==> src/rtl/exe_to_wb_datapath.sv <==
// rtl/exe_to_wb_datapath.sv - ARM execute-to-writeback pipeline slice (condition check, NZCV, M and W registers)
//
// Ports:
//   clk, reset                 : clock; synchronous active-high reset
//   CondE, FlagsE              : condition field and NZCV flags of the execute instruction
//   ALUFlags, FlagWE           : NZCV from the ALU; FlagWE[1] writes NZ, FlagWE[0] writes CV
//   PCSE, RegWE, MemWE,
//   MemtoRegE                  : execute-stage controls
//   ALUResultE, WriteDataE,
//   WA3E                       : execute-stage data and destination register
//   StallM, FlushM             : hazard control at the E->M boundary
//   ReadDataM                  : data-memory read of ALUOutM
//   ALUOutM, WriteDataM,
//   MemWriteM                  : data-memory interface
//   WD3, WE3, A3               : register-file write port
//   PCSrcW, Flags              : PC select from writeback; architectural NZCV

module exe_to_wb_datapath (
    input  logic        clk,
    input  logic        reset,
    input  logic [3:0]  CondE,
    input  logic [3:0]  FlagsE,
    input  logic [3:0]  ALUFlags,
    input  logic [1:0]  FlagWE,
    input  logic        PCSE,
    input  logic        RegWE,
    input  logic        MemWE,
    input  logic        MemtoRegE,
    input  logic [31:0] ALUResultE,
    input  logic [31:0] WriteDataE,
    input  logic [3:0]  WA3E,
    input  logic        StallM,
    input  logic        FlushM,
    input  logic [31:0] ReadDataM,
    output logic [31:0] ALUOutM,
    output logic [31:0] WriteDataM,
    output logic        MemWriteM,
    output logic [31:0] WD3,
    output logic        WE3,
    output logic [3:0]  A3,
    output logic        PCSrcW,
    output logic [3:0]  Flags
);

    logic        w_n, w_z, w_c, w_v;
    logic        w_cond_ex;
    logic        w_load;

    logic        r_reg_w_m, r_mem_w_m, r_pcs_m, r_mem_to_reg_m;
    logic [31:0] r_alu_out_m, r_write_data_m;
    logic [3:0]  r_wa3_m;

    logic        r_reg_w_w, r_pcs_w, r_mem_to_reg_w;
    logic [31:0] r_alu_out_w, r_read_data_w;
    logic [3:0]  r_wa3_w;

    logic [3:0]  r_flags;

    assign {w_n, w_z, w_c, w_v} = FlagsE;

    always_comb begin
        w_cond_ex = 1'b0;
        case (CondE)
            4'b0000: w_cond_ex = w_z;
            4'b0001: w_cond_ex = ~w_z;
            4'b0010: w_cond_ex = w_c;
            4'b0011: w_cond_ex = ~w_c;
            4'b0100: w_cond_ex = w_n;
            4'b0101: w_cond_ex = ~w_n;
            4'b0110: w_cond_ex = w_v;
            4'b0111: w_cond_ex = ~w_v;
            4'b1000: w_cond_ex = w_c & ~w_z;
            4'b1001: w_cond_ex = ~w_c | w_z;
            4'b1010: w_cond_ex = (w_n == w_v);
            4'b1011: w_cond_ex = (w_n != w_v);
            4'b1100: w_cond_ex = ~w_z & (w_n == w_v);
            4'b1101: w_cond_ex = w_z | (w_n != w_v);
            4'b1110: w_cond_ex = 1'b1;
            default: w_cond_ex = 1'b0;
        endcase
    end

    // A stalled or flushed instruction must not commit flags or advance into M.
    assign w_load = ~StallM & ~FlushM;

    always_ff @(posedge clk) begin
        if (reset) begin
            r_reg_w_m      <= 1'b0;
            r_mem_w_m      <= 1'b0;
            r_pcs_m        <= 1'b0;
            r_mem_to_reg_m <= 1'b0;
            r_alu_out_m    <= 32'd0;
            r_write_data_m <= 32'd0;
            r_wa3_m        <= 4'd0;
            r_reg_w_w      <= 1'b0;
            r_pcs_w        <= 1'b0;
            r_mem_to_reg_w <= 1'b0;
            r_alu_out_w    <= 32'd0;
            r_read_data_w  <= 32'd0;
            r_wa3_w        <= 4'd0;
            r_flags        <= 4'd0;
        end else begin
            if (w_load && FlagWE[1] && w_cond_ex) r_flags[3:2] <= ALUFlags[3:2];
            if (w_load && FlagWE[0] && w_cond_ex) r_flags[1:0] <= ALUFlags[1:0];

            // While M is held, W takes a bubble so the held instruction is not written twice.
            if (StallM) begin
                r_reg_w_w <= 1'b0;
                r_pcs_w   <= 1'b0;
            end else begin
                r_reg_w_w      <= r_reg_w_m;
                r_pcs_w        <= r_pcs_m;
                r_mem_to_reg_w <= r_mem_to_reg_m;
                r_alu_out_w    <= r_alu_out_m;
                r_read_data_w  <= ReadDataM;
                r_wa3_w        <= r_wa3_m;
            end

            // Flush wins over stall; only the controls need clearing to form a bubble.
            if (FlushM) begin
                r_reg_w_m      <= 1'b0;
                r_mem_w_m      <= 1'b0;
                r_pcs_m        <= 1'b0;
                r_mem_to_reg_m <= 1'b0;
            end else if (!StallM) begin
                r_reg_w_m      <= RegWE & w_cond_ex;
                r_mem_w_m      <= MemWE & w_cond_ex;
                r_pcs_m        <= PCSE & w_cond_ex;
                r_mem_to_reg_m <= MemtoRegE;
                r_alu_out_m    <= ALUResultE;
                r_write_data_m <= WriteDataE;
                r_wa3_m        <= WA3E;
            end
        end
    end

    assign ALUOutM    = r_alu_out_m;
    assign WriteDataM = r_write_data_m;
    assign MemWriteM  = r_mem_w_m;
    assign WE3        = r_reg_w_w;
    assign A3         = r_wa3_w;
    assign PCSrcW     = r_pcs_w;
    assign WD3        = r_mem_to_reg_w ? r_read_data_w : r_alu_out_w;
    assign Flags      = r_flags;

endmodule
==> config.mk <==
export PLATFORM = sky130hd
export DESIGN_NAME = exe_to_wb_datapath
export DESIGN_NICKNAME = d
export VERILOG_FILES = /design/src/rtl/exe_to_wb_datapath.sv
export SDC_FILE = /design/constraint.sdc
export NUM_CORES = 1
export LEC_CHECK = 0
export CAP_MARGIN = 20
export CORE_MARGIN = 2
export CORE_UTILIZATION = 29
export DETAILED_ROUTE_END_ITERATION = 6
export DONT_BUFFER_PORTS = 1
export MAX_ROUTING_LAYER = met4
export SLEW_MARGIN = 20
export SYNTH_ARGS = -nofsm -noshare
export SYNTH_HDL_FRONTEND = slang
export SYNTH_SLANG_ARGS = --single-unit
==> constraint.sdc <==
create_clock -name clk -period 1.9 [get_ports clk]
set_input_delay 0.19 -clock clk [delete_from_list [all_inputs] [get_ports clk]]
set_output_delay 0.19 -clock clk [all_outputs]
set_load 0.03 [all_outputs]
; Word-level counts from Yosys, hierarchy flattened
; Cells that the tools add are included.
[classes]
eq_ne = 16
muxes = 2
bitwise_logic = 14
reduce_logical = 8
[ops]
columns = op, n
row1 = 32-bit two-way mux, 1
row2 = "4-bit == test, second input constant", 7
row3 = "4-bit by 3-bit == test with 1-bit output, second input constant", 4
row4 = 1-bit case mux with 15 select lines, 1
row5 = "4-bit by 2-bit == test with 1-bit output, second input constant", 2
row6 = 1-bit AND, 6
row7 = 1-bit NOT, 6
row8 = "4-bit by 1-bit == test with 1-bit output, second input constant", 1
row9 = 1-bit logical AND, 4
row10 = 4-bit zero test, 1
row11 = 2-bit OR reduction, 2
row12 = 1-bit bitwise OR, 2
row13 = 2-bit AND reduction, 1
row14 = 1-bit == test, 1
row15 = 1-bit != test, 1
[word_totals]
register_bits = 147
in_bits = 122

; Depth between registers and ports, before layout
; Gate-level depths: netlist of the first run.
[logic_depth]
word_depth = 4
depth_mapped = 6
depth_no_buf = 5

; Least setup slack after synthesis of the first run
; Ideal clock, no wire load.
[synth_timing]
path_kind = reg2out
start = reg r_mem_to_reg_w
end = out WD3[10]
arrival_time_ns = 1.294
required_time_ns = 1.710
path_slack_ns = 0.416
stages_incl_launch_ff = 4
path_buffers = 2
cell_sequence = dfxtp_1 -> clkbuf_1 -> clkbuf_1 -> mux2_2
[synth_between]
elab_chain_cells = 1
[synth_lines]
columns = item, line_no
row1 = start: declaration, 53  ; logic r_reg_w_w, r_pcs_w, r_mem_to_reg_w;
row2 = start signal: assignment, 113  ; r_mem_to_reg_w <= r_mem_to_reg_m;
row3 = 32-bit two-way mux, 143  ; assign WD3 = r_mem_to_reg_w ? r_read_data_w : r_alu_out_w;
row4 = end: declaration, 38  ; output logic [31:0] WD3,
; Every way passes these cells.

; Final worst setup path of the first run
[layout_timing]
start = reg r_mem_to_reg_w
end = out WD3[24]
; Same word-level chain as after synthesis.

==> metrics, run 1 <==
status finished clean; Synth top area share 51.1%; most frequent cell after synthesis dfxtp_1; Worst setup SP type flip-flop; HPWL Detailed 9.32 mm; # setup viols final 0; pin count of the biggest net entering global routing 92; initial antenna violation count 0; Post-DRT Antenna Nets 0; post-CTS sizing 0; Net Sw Power 1.82 mW; Max rail drop VDD 553 uV; cell area power density 958 mW/mm^2; max-slew violation count 0; Max Cap Viol 0; TritonCTS Buffers 17; Slew @ Worst Pin 0.508 ns; Core Area 0.0195 mm^2; drt wl/cell 16.2 um; Tcrit/Tclk final 87.9%; Final WS setup 0.230 ns; synthesized area 0.00576 mm^2; worst path arrival time 1.48 ns; RSZ-0062 raised after global routing false; Crit Reg-Reg Startpoint ALUOutM[7]$_SDFFE_PP0P_; Seq pwr share 44.9%; sequential cell area fraction in the yosys report 51.1%; dpl ws 0.503 ns; CTS tree yes; FMAX 0.599 GHz; row count 51; Port Buffers 0; CTS clk-pin slew, worst paths 0.06 ns; Leakage 3.33 nW; Internal Dissipation 5.82 mW; Root Buffer clkbuf_16; Die Wd 145 um; Die ar. 0.0210 mm^2; clock network power share 46.5%; FF+latch count, synth 147; Gate power share 8.6%; DR vias/cell 4.68; Clock Skew 0.00535 ns; Boundary Pins 229; Worst EP required 1.71 ns; critical path class flip-flop to output port; Tot GR Track Use 16.2%; Placer Congestion 0.739; setup TNS 0 ns; DR iter-0 viols 246; Top FF cell, synth dfxtp_1; Vias 4772; CTS max path bufs 2; fin nets 866; min cycle time layout 1.67 ns; hold path start CondE[3]; Worst Hold End MemWriteM$_SDFFE_PP0N_; Yosys cell types 30; Ant. Diodes 0; Synth Area per Inst 9.14 um^2; Synth-to-Final Area Change 38.5%; Die Ht 145 um; drt pass-1 iters 7; worst hold slack 0.0229 ns; Yosys top cell by area dfxtp_1; CTS sink cnt 147; synth top area cells dfxtp_1 (51%), mux2i_1 (13%), nand2_1 (9.2%), mux2_2 (6.3%), a21oi_1 (6.2%); worst-skew pair later-pin latency 0.41 ns; share of cells above drive strength 1 10.2%; Hold WC Path Type primary input to flip-flop; Worst Path Max Fanout 31; synth cell count leaders dfxtp_1 (147), nand2_1 (142), mux2i_1 (75); syn nets 753; R2R cell count 3; Async SR Flop Fraction 0%; Post-synth EDFFs 0; Post-CTS Setup Bufs 0; grt ovf 0; Hold Path Depth 2; Reg-to-Reg End ALUOutM[7]$_SDFFE_PP0P_; Yosys Warn Count 0; routed wire length 16.5 mm; DRC violations left 0; post-synthesis cell count 631; worst relative slew slack 66.1%; global-route wire length before repair 26.5 mm; crit path capture type output port; H-tree level count 4; Final Hold Fails 0; vias in the first global route 5034; switching fraction of total power 23.9%; FF-to-FF setup slack 0.49 ns; post-cts hold buffer count 136; Initial Utilization 29.6%
## cells in the final DEF, fill, tap and decap left out, drive strengths merged
cell type	n
dfxtp	147
nand2	142
dlygate4sd3	134
mux2i	75
a21oi	71
nor2	71
mux2	32
clkbuf	21
nand2b	11
buf	7
nor3b	6
a211oi	4
bufinv	4
nor3	3
o21ai	3
inv	3
and3	2
xor2	2
nand3b	2
clkinv	2
clkinvlp	2
or2	1
nor2b	1
xnor2	1
a22oi	1
a2111o	1
o211ai	1
or4	1
xnor3	1
nand4	1
nor4	1
a311oi	1
## power by group through the flow
stage | Combinational (mW) | Clock [mW] | Sequential, mW
floorplan | 0.406 | 0 | 3.47
global placement | 0.368 | 0 | 3.50
detailed placement | 0.376 | 0 | 3.51
CTS | 0.651 | 3.64 | 3.44
global route | 0.722 | 3.77 | 3.45
finish | 0.658 | 3.55 | 3.44
## worst max path at each step
stage	from	end	depth (start not counted)
4_1_cts	r_mem_to_reg_w$_SDFFE_PP0N_	WD3[29]	2
3_5_place_dp	CondE[2]	Flags[0]$_SDFFE_PP0P_	5
6_report	r_mem_to_reg_w$_SDFFE_PP0N_	WD3[24]	2
5_1_grt	r_mem_to_reg_w$_SDFFE_PP0N_	WD3[29]	2
2_1_floorplan	r_mem_to_reg_w$_SDFFE_PP0N_	WD3[10]	3
3_3_place_gp	CondE[0]	r_pcs_m$_SDFFE_PP0N_	5
## sequential cells by signal, indices dropped and copies added, names as in the netlist, 4 cells and up
signal,count
A3,4
ALUOutM,32
Flags,4
WriteDataM,32
r_alu_out_w,32
r_read_data_w,32
r_wa3_m,4
## metrics by stage
stage	cell area, um^2	instances	total power [mW]	util (%)
floorplan	5760	631	3.88	-
global placement	5970	854	3.87	30.7
detailed placement	5970	854	3.88	30.7
CTS	7980	1020	7.73	41.0
global route	7980	1020	7.95	41.0
finish	7980	1020	7.65	41.0
## routing by layer
| metal | up-vias | track usage, % | share of wire [%] |
|---|---|---|---|
| met5 | - | - | 0 |
| met1 | 2266 | 18.4 | 43 |
| met2 | 157 | 26.7 | 49 |
| met3 | 28 | 4.81 | 6.3 |
| li1 | 2321 | - | - |
| met4 | 0 | 6.58 | 2.2 |
## worst max-delay path, stage by stage (launching register included)
cell and delay [ns]:
dfxtp_2 0.36, buf_12 0.21, mux2_2 0.46
## logic make-up (layout without fill, tap and decap cells)
| kind of cell | Yosys count | in the layout | share of synthesized area (%) |
|---|---|---|---|
| flops | 147 | 147 | 51.1 |
| simple gates | 242 | 242 | 17.2 |
| buf+inv | 49 | 173 | 3.52 |
| mux | 107 | 107 | 19.3 |
| compound gates | 82 | 82 | 8.10 |
| xor+xnor | 4 | 4 | 0.847 |
## final cells by class
| cell class | instances | area [um^2] |
|---|---|---|
| Fill cell | 1919 | 11500 |
| Sequential cell | 147 | 2940 |
| Multi-Input combinational cell | 435 | 2630 |
| Timing Repair Buffer | 141 | 1460 |
| Clock buffer | 21 | 460 |
| Tap cell | 265 | 332 |
| Clock inverter | 9 | 154 |
| Inverter | 2 | 7.51 |
No activity file was read; power rests on OpenSTA's default activity.
==> inputs of run 2 (changes only) <==
==> constraint.sdc (replaced) <==
create_clock -name clk -period 1.9 [get_ports clk]
set_input_delay 0.095 -clock clk [delete_from_list [all_inputs] [get_ports clk]]
set_output_delay 0.095 -clock clk [all_outputs]
set_load 0.03 [all_outputs]
==> metrics, run 2 (synthesized netlist as in run 1, its figures left out) <==
FMAX 0.565 GHz (was 0.599 GHz); Hold Path Depth 3 (was 2); Vias 4737 (was 4772); Boundary Pins 229 (unchanged); most frequent cells in the layout dfxtp_1 (146), nand2_1 (142), dlygate4sd3_1 (130), mux2i_1 (75), a21oi_1 (71) (was dfxtp_1 (146), nand2_1 (142), dlygate4sd3_1 (134), mux2i_1 (75), a21oi_1 (71)); CTS max path bufs 2 (unchanged); Placer Congestion 0.741 (was 0.739); worst relative slew slack 66.6% (was 66.1%); fin cells 1018 (was 1020); vias in the first global route 4976 (was 5034); Worst setup SP type flip-flop (unchanged); share of cells above drive strength 1 10.8% (was 10.2%); Die ar. 0.0210 mm^2 (unchanged); Worst Setup SP r_mem_to_reg_w$_SDFFE_PP0N_ (unchanged); switching fraction of total power 23.8% (was 23.9%); most common cell after layout, fill and taps aside dfxtp_1 (unchanged); Leakage 3.35 nW (was 3.33 nW); DR iter-0 viols 180 (was 246); setup TNS 0 ns (unchanged); Core Area 0.0195 mm^2 (unchanged); post-CTS sizing 0 (unchanged); Post-CTS Setup Bufs 0 (unchanged); Tcrit/Tclk final 93.1% (was 87.9%); Final Hold Fails 0 (unchanged); Crit Reg-Reg Startpoint ALUOutM[0]$_SDFFE_PP0P_ (was ALUOutM[7]$_SDFFE_PP0P_); Tot GR Track Use 15.9% (was 16.2%); CTS tree yes (unchanged); Post-DRT Antenna Nets 0 (unchanged); multi-input logic area 0.00263 mm^2 (unchanged); Root Buffer clkbuf_16 (unchanged); Reg-to-Reg End ALUOutM[0]$_SDFFE_PP0P_ (was ALUOutM[7]$_SDFFE_PP0P_); TritonCTS Buffers 17 (unchanged); drt pass-1 iters 4 (was 7); Gate power share 8.1% (was 8.6%); crit-path cells buf_4 > mux2_2 (was buf_12 > mux2_2); Net Sw Power 1.89 mW (was 1.82 mW); drt wl/cell 15.8 um (was 16.2 um); placed cells 854 (unchanged); hold path start FlagWE[1] (was CondE[3]); Clock Skew 0.0101 ns (was 0.00535 ns); initial antenna violation count 0 (unchanged); fin nets 862 (was 866); H-tree level count 4 (unchanged); pin count of the biggest net entering global routing 98 (was 92); # setup viols final 0 (unchanged); DRC violations left 0 (unchanged); DR vias/cell 4.65 (was 4.68); Worst Path Max Fanout 31 (unchanged); Buf/Inv on CP 1 (unchanged); Crit path max-delay family multiplexers (unchanged); Worst EP required 1.80 ns (was 1.71 ns); grt ovf 0 (unchanged); Ant. Diodes 0 (unchanged); Hold WC Path Type primary input to flip-flop (unchanged); R2R cell count 3 (unchanged); Max rail drop VDD 526 uV (was 553 uV); CP max-delay cell mux2_2 (unchanged); Die Ht 145 um (unchanged); routed wire length 16.1 mm (was 16.5 mm); Worst Hold End Flags[2]$_SDFFE_PP0P_ (was MemWriteM$_SDFFE_PP0N_); number of fill cells 1898 (was 1919); Die Wd 145 um (unchanged); global-route wire length before repair 26.2 mm (was 26.5 mm); Max Cap Viol 0 (unchanged); Sequential Area 0.00294 mm^2 (unchanged); Synth-to-Final Area Change 38.5% (about the same); Internal Dissipation 6.03 mW (was 5.82 mW); HPWL Detailed 9.42 mm (was 9.32 mm); cell area power density 991 mW/mm^2 (was 958 mW/mm^2); Seq pwr share 43.4% (was 44.9%); Initial Utilization 29.6% (unchanged); Port Buffers 0 (unchanged); Slew @ Worst Pin 0.500 ns (was 0.508 ns); clock network power share 48.4% (was 46.5%); min cycle time layout 1.77 ns (was 1.67 ns); max incr delay on CP 0.49 ns (was 0.46 ns); Crit path depth 2 (unchanged); max-slew violation count 0 (unchanged); CTS sink cnt 147 (unchanged); critical path class flip-flop to output port (unchanged); FF-to-FF setup slack 0.48 ns (was 0.49 ns); RSZ-0062 raised after global routing false (unchanged); worst hold slack 0.0738 ns (was 0.0229 ns); worst-skew pair later-pin latency 0.41 ns (about the same); status finished clean (unchanged); Final Power 7.91 mW (was 7.65 mW); CTS clk-pin slew, worst paths 0.06 ns (about the same); row count 51 (unchanged); crit path capture type output port (unchanged); worst path arrival time 1.67 ns (was 1.48 ns)
## run 2: cell count changes in the layout (fill, tap and decap cells not counted)
cell | previous run | this run
bufinv_16 | 4 | 5
clkbuf_8 | 2 | 3
clkinvlp_4 | 2 | 0
clkbuf_1 | 2 | 0
buf_4 | 3 | 5
clkinv_2 | 2 | 0
dlygate4sd3_1 | 134 | 130
buf_12 | 2 | 0
inv_6 | 1 | 7
## run 2: worst max-delay path by stage
| stage | endpoint |
|---|---|
| final | WD3[11] |
| after global routing | WD3[31] |
| after CTS | WD3[24] |
| after detailed placement | Flags[1]$_SDFFE_PP0P_ |
| after global placement | WD3[27] |
| after floorplan | WD3[10] |
## run 2: final cells by class
| type | count | area share, % |
|---|---|---|
| repair buffers | 137 | 17.5 |
| inverters | 2 | 0.0941 |
| multi-input cells | 435 | 32.9 |
| flip-flops and latches | 147 | 36.9 |
| clock buffers | 20 | 5.85 |
| clock inverters | 12 | 2.65 |
| well taps | 265 | 4.15 |
## run 2: per-stage QoR
| step | cell area (um^2) | worst slack, ns | utilization [%] |
|---|---|---|---|
| finish | 7980 | 0.130 | 41.0 |
| global route | 7980 | 0.0427 | 41.0 |
| CTS | 7980 | 0.138 | 41.0 |
| detailed placement | 5950 | 0.589 | 30.6 |
| global placement | 5950 | 0.623 | 30.6 |
| floorplan | 5760 | 0.511 | - |
## run 2: repair_timing
action,in CTS,in global routing
endpoints found under the hold margin,147,0
hold buffers,132,0
setup endpoints to repair,0,0
## run 2: power groups by stage
stage	Clock (mW)	Combinational (mW)	Sequential [mW]
6_report	3.83	0.643	3.44
5_1_grt	4.07	0.707	3.45
4_1_cts	3.93	0.636	3.44
3_5_place_dp	0	0.369	3.51
3_3_place_gp	0	0.360	3.51
2_1_floorplan	0	0.406	3.47
## run 2: worst reg2reg max path, delay by kind of cell, from the launching register on
kind	cells	cell delay [ns]
compound gates	1	0.16
buf+inv	1	0.55
flops	1	0.57
simple gates	1	0.09
## run 2: metal layers
metal  part of all wire [%]  track usage [%]  routed length, um
met5                      0                -                  0
met4                    1.2             4.75                197
met3                    6.8             5.28               1100
met2                     49             26.7               7880
met1                     43             18.0               6890
==> inputs of run 3 (changes only) <==
--- a/config.mk
+++ b/config.mk
@@ -8,9 +8,12 @@
 export CAP_MARGIN = 20
 export CORE_MARGIN = 2
 export CORE_UTILIZATION = 29
+export CTS_BUF_LIST = sky130_fd_sc_hd__clkbuf_4
 export DETAILED_ROUTE_END_ITERATION = 6
 export DONT_BUFFER_PORTS = 1
 export MAX_ROUTING_LAYER = met4
+export SETUP_SLACK_MARGIN = 0.1
+export SKIP_CTS_REPAIR_TIMING = 1
 export SLEW_MARGIN = 20
 export SYNTH_ARGS = -nofsm -noshare
 export SYNTH_HDL_FRONTEND = slang
==> metrics, run 3 (synthesized netlist as in run 1, its figures left out) <==
status finished clean (unchanged); Boundary Pins 229 (unchanged); number of fill cells 1897 (was 1898); Vias 4894 (was 4737); setup TNS 0 ns (unchanged); placed cells 854 (unchanged); switching fraction of total power 26.9% (was 23.8%); RSZ-0062 raised after global routing true (was false); critical path class flip-flop to flip-flop (was flip-flop to output port); Clock Skew 0.0253 ns (was 0.0101 ns); Core Area 0.0195 mm^2 (unchanged); Seq pwr share 52.4% (was 43.4%); most common cell after layout, fill and taps aside dlygate4sd3_1 (was dfxtp_1); Hold WC Path Type primary input to flip-flop (unchanged); Max rail drop VDD 357 uV (was 526 uV); share of cells above drive strength 1 10.2% (was 10.8%); pin count of the biggest net entering global routing 153 (was 98); DRC violations left 0 (unchanged); H-tree level count 4 (unchanged); min cycle time layout 1.81 ns (was 1.77 ns); Port Buffers 0 (unchanged); drt pass-1 iters 4 (unchanged); CTS sink cnt 147 (unchanged); drt wl/cell 16.9 um (was 15.8 um); grt ovf 0 (unchanged); Gate power share 10.9% (was 8.1%); dpl ws 0.589 ns (unchanged); TritonCTS Buffers 17 (unchanged); Root Buffer clkbuf_4 (was clkbuf_16); HPWL Detailed 9.42 mm (unchanged); cell area power density 816 mW/mm^2 (was 991 mW/mm^2); Slew @ Worst Pin 0.843 ns (was 0.500 ns); worst path arrival time 2.23 ns (was 1.67 ns); row count 51 (unchanged); Die Ht 145 um (unchanged); Internal Dissipation 4.80 mW (was 6.03 mW); CTS clk-pin slew, worst paths 0.14 ns (was 0.06 ns); Crit path max-delay family buffers and inverters (was multiplexers); Max Cap Viol 0 (unchanged); Placer Congestion 0.741 (unchanged); Post-DRT Antenna Nets 0 (unchanged); Die ar. 0.0210 mm^2 (unchanged); CP most frequent cell dlygate4sd3_1; max-slew violation count 0 (unchanged); FMAX 0.554 GHz (was 0.565 GHz); Initial Utilization 29.6% (unchanged); fin cells 1054 (was 1018); crit path capture type flip-flop (was output port); Final Hold Fails 0 (unchanged); Tcrit/Tclk final 95.1% (was 93.1%); max incr delay on CP 0.57 ns (was 0.49 ns); worst relative slew slack 43.6% (was 66.6%); Buf/Inv on CP 2 (was 1); Leakage 3.37 nW (was 3.35 nW); Worst EP required 2.32 ns (was 1.80 ns); crit-path cells mux2i_1 > dlygate4sd3_1 > nor2_1 > dlygate4sd3_1 (was buf_4 > mux2_2); # setup viols final 0 (unchanged); worst hold slack 0.0534 ns (was 0.0738 ns); Final WS setup 0.0936 ns (was 0.130 ns); Worst setup SP type flip-flop (unchanged); Worst Path Max Fanout 2 (was 31); CTS max path bufs 2 (unchanged); routed wire length 17.8 mm (was 16.1 mm); clock network power share 36.6% (was 48.4%); Die Wd 145 um (unchanged); Synth-to-Final Area Change 39.5% (was 38.5%); Tot GR Track Use 14.0% (was 15.9%); DR vias/cell 4.64 (was 4.65); CTS tree yes (unchanged); Net Sw Power 1.76 mW (was 1.89 mW); initial antenna violation count 2 (was 0); fin nets 896 (was 862); DR iter-0 viols 276 (was 180); CP max-delay cell dlygate4sd3_1 (was mux2_2); worst-skew pair later-pin latency 0.54 ns (was 0.41 ns); vias in the first global route 4123 (was 4976); global-route wire length before repair 22.8 mm (was 26.2 mm); most frequent cells in the layout dlygate4sd3_1 (162), dfxtp_1 (146), nand2_1 (142), mux2i_1 (75), a21oi_1 (71) (was dfxtp_1 (146), nand2_1 (142), dlygate4sd3_1 (130), mux2i_1 (75), a21oi_1 (71))
## run 3: cell type report
cell class                 count  area (um^2)  share of cell area (%)
tap                          265          332                    4.12
sequential                   147         2950                    36.7
clock buffer                  17          128                    1.59
clock inverter                15          223                    2.77
antenna                        2         5.00                  0.0623
inverter                       2         7.51                  0.0934
timing repair buffer         171         1770                    22.0
multi-input combinational    435         2630                    32.7
## run 3: layer usage
metal	share of wire [%]	vias to the layer above	global-route usage (%)
met5	0	-	-
met2	51	134	22.3
met1	42	2351	15.7
met4	1.4	0	4.85
li1	-	2393	-
met3	6.0	16	6.07
## run 3: worst paths after layout
kind	to	cells after the start	slack [ns]	startpoint
min reg2reg	r_reg_w_m$_SDFFE_PP0N_	2	0.46	r_reg_w_m$_SDFFE_PP0N_
min	Flags[0]$_SDFFE_PP0P_	4	0.05	CondE[2]
max	r_read_data_w[0]$_SDFFE_PP0N_	4	0.09	r_read_data_w[0]$_SDFFE_PP0N_
max reg2reg	r_read_data_w[0]$_SDFFE_PP0N_	4	0.09	r_read_data_w[0]$_SDFFE_PP0N_
## run 3: power by group through the flow
stage,clock (mW),sequential [mW],combinational [mW]
4_1_cts,2.50,3.44,0.370
3_5_place_dp,0,3.51,0.369
3_3_place_gp,0,3.51,0.360
6_report,2.40,3.44,0.716
2_1_floorplan,0,3.47,0.406
5_1_grt,2.61,3.46,0.783
## run 3: stage by stage
step	area (um^2)	power [mW]	utilization, %
6_report	8040	6.56	41.3
5_1_grt	8040	6.85	41.3
4_1_cts	6300	6.31	32.4
3_5_place_dp	5950	3.88	30.6
3_3_place_gp	5950	3.87	30.6
2_1_floorplan	5760	3.88	-
## run 3: worst reg2reg max path: stages, from the launching register on
cell,delay (ns)
dfxtp_1,0.35
mux2i_1,0.17
dlygate4sd3_1,0.57
nor2_1,0.04
dlygate4sd3_1,0.57
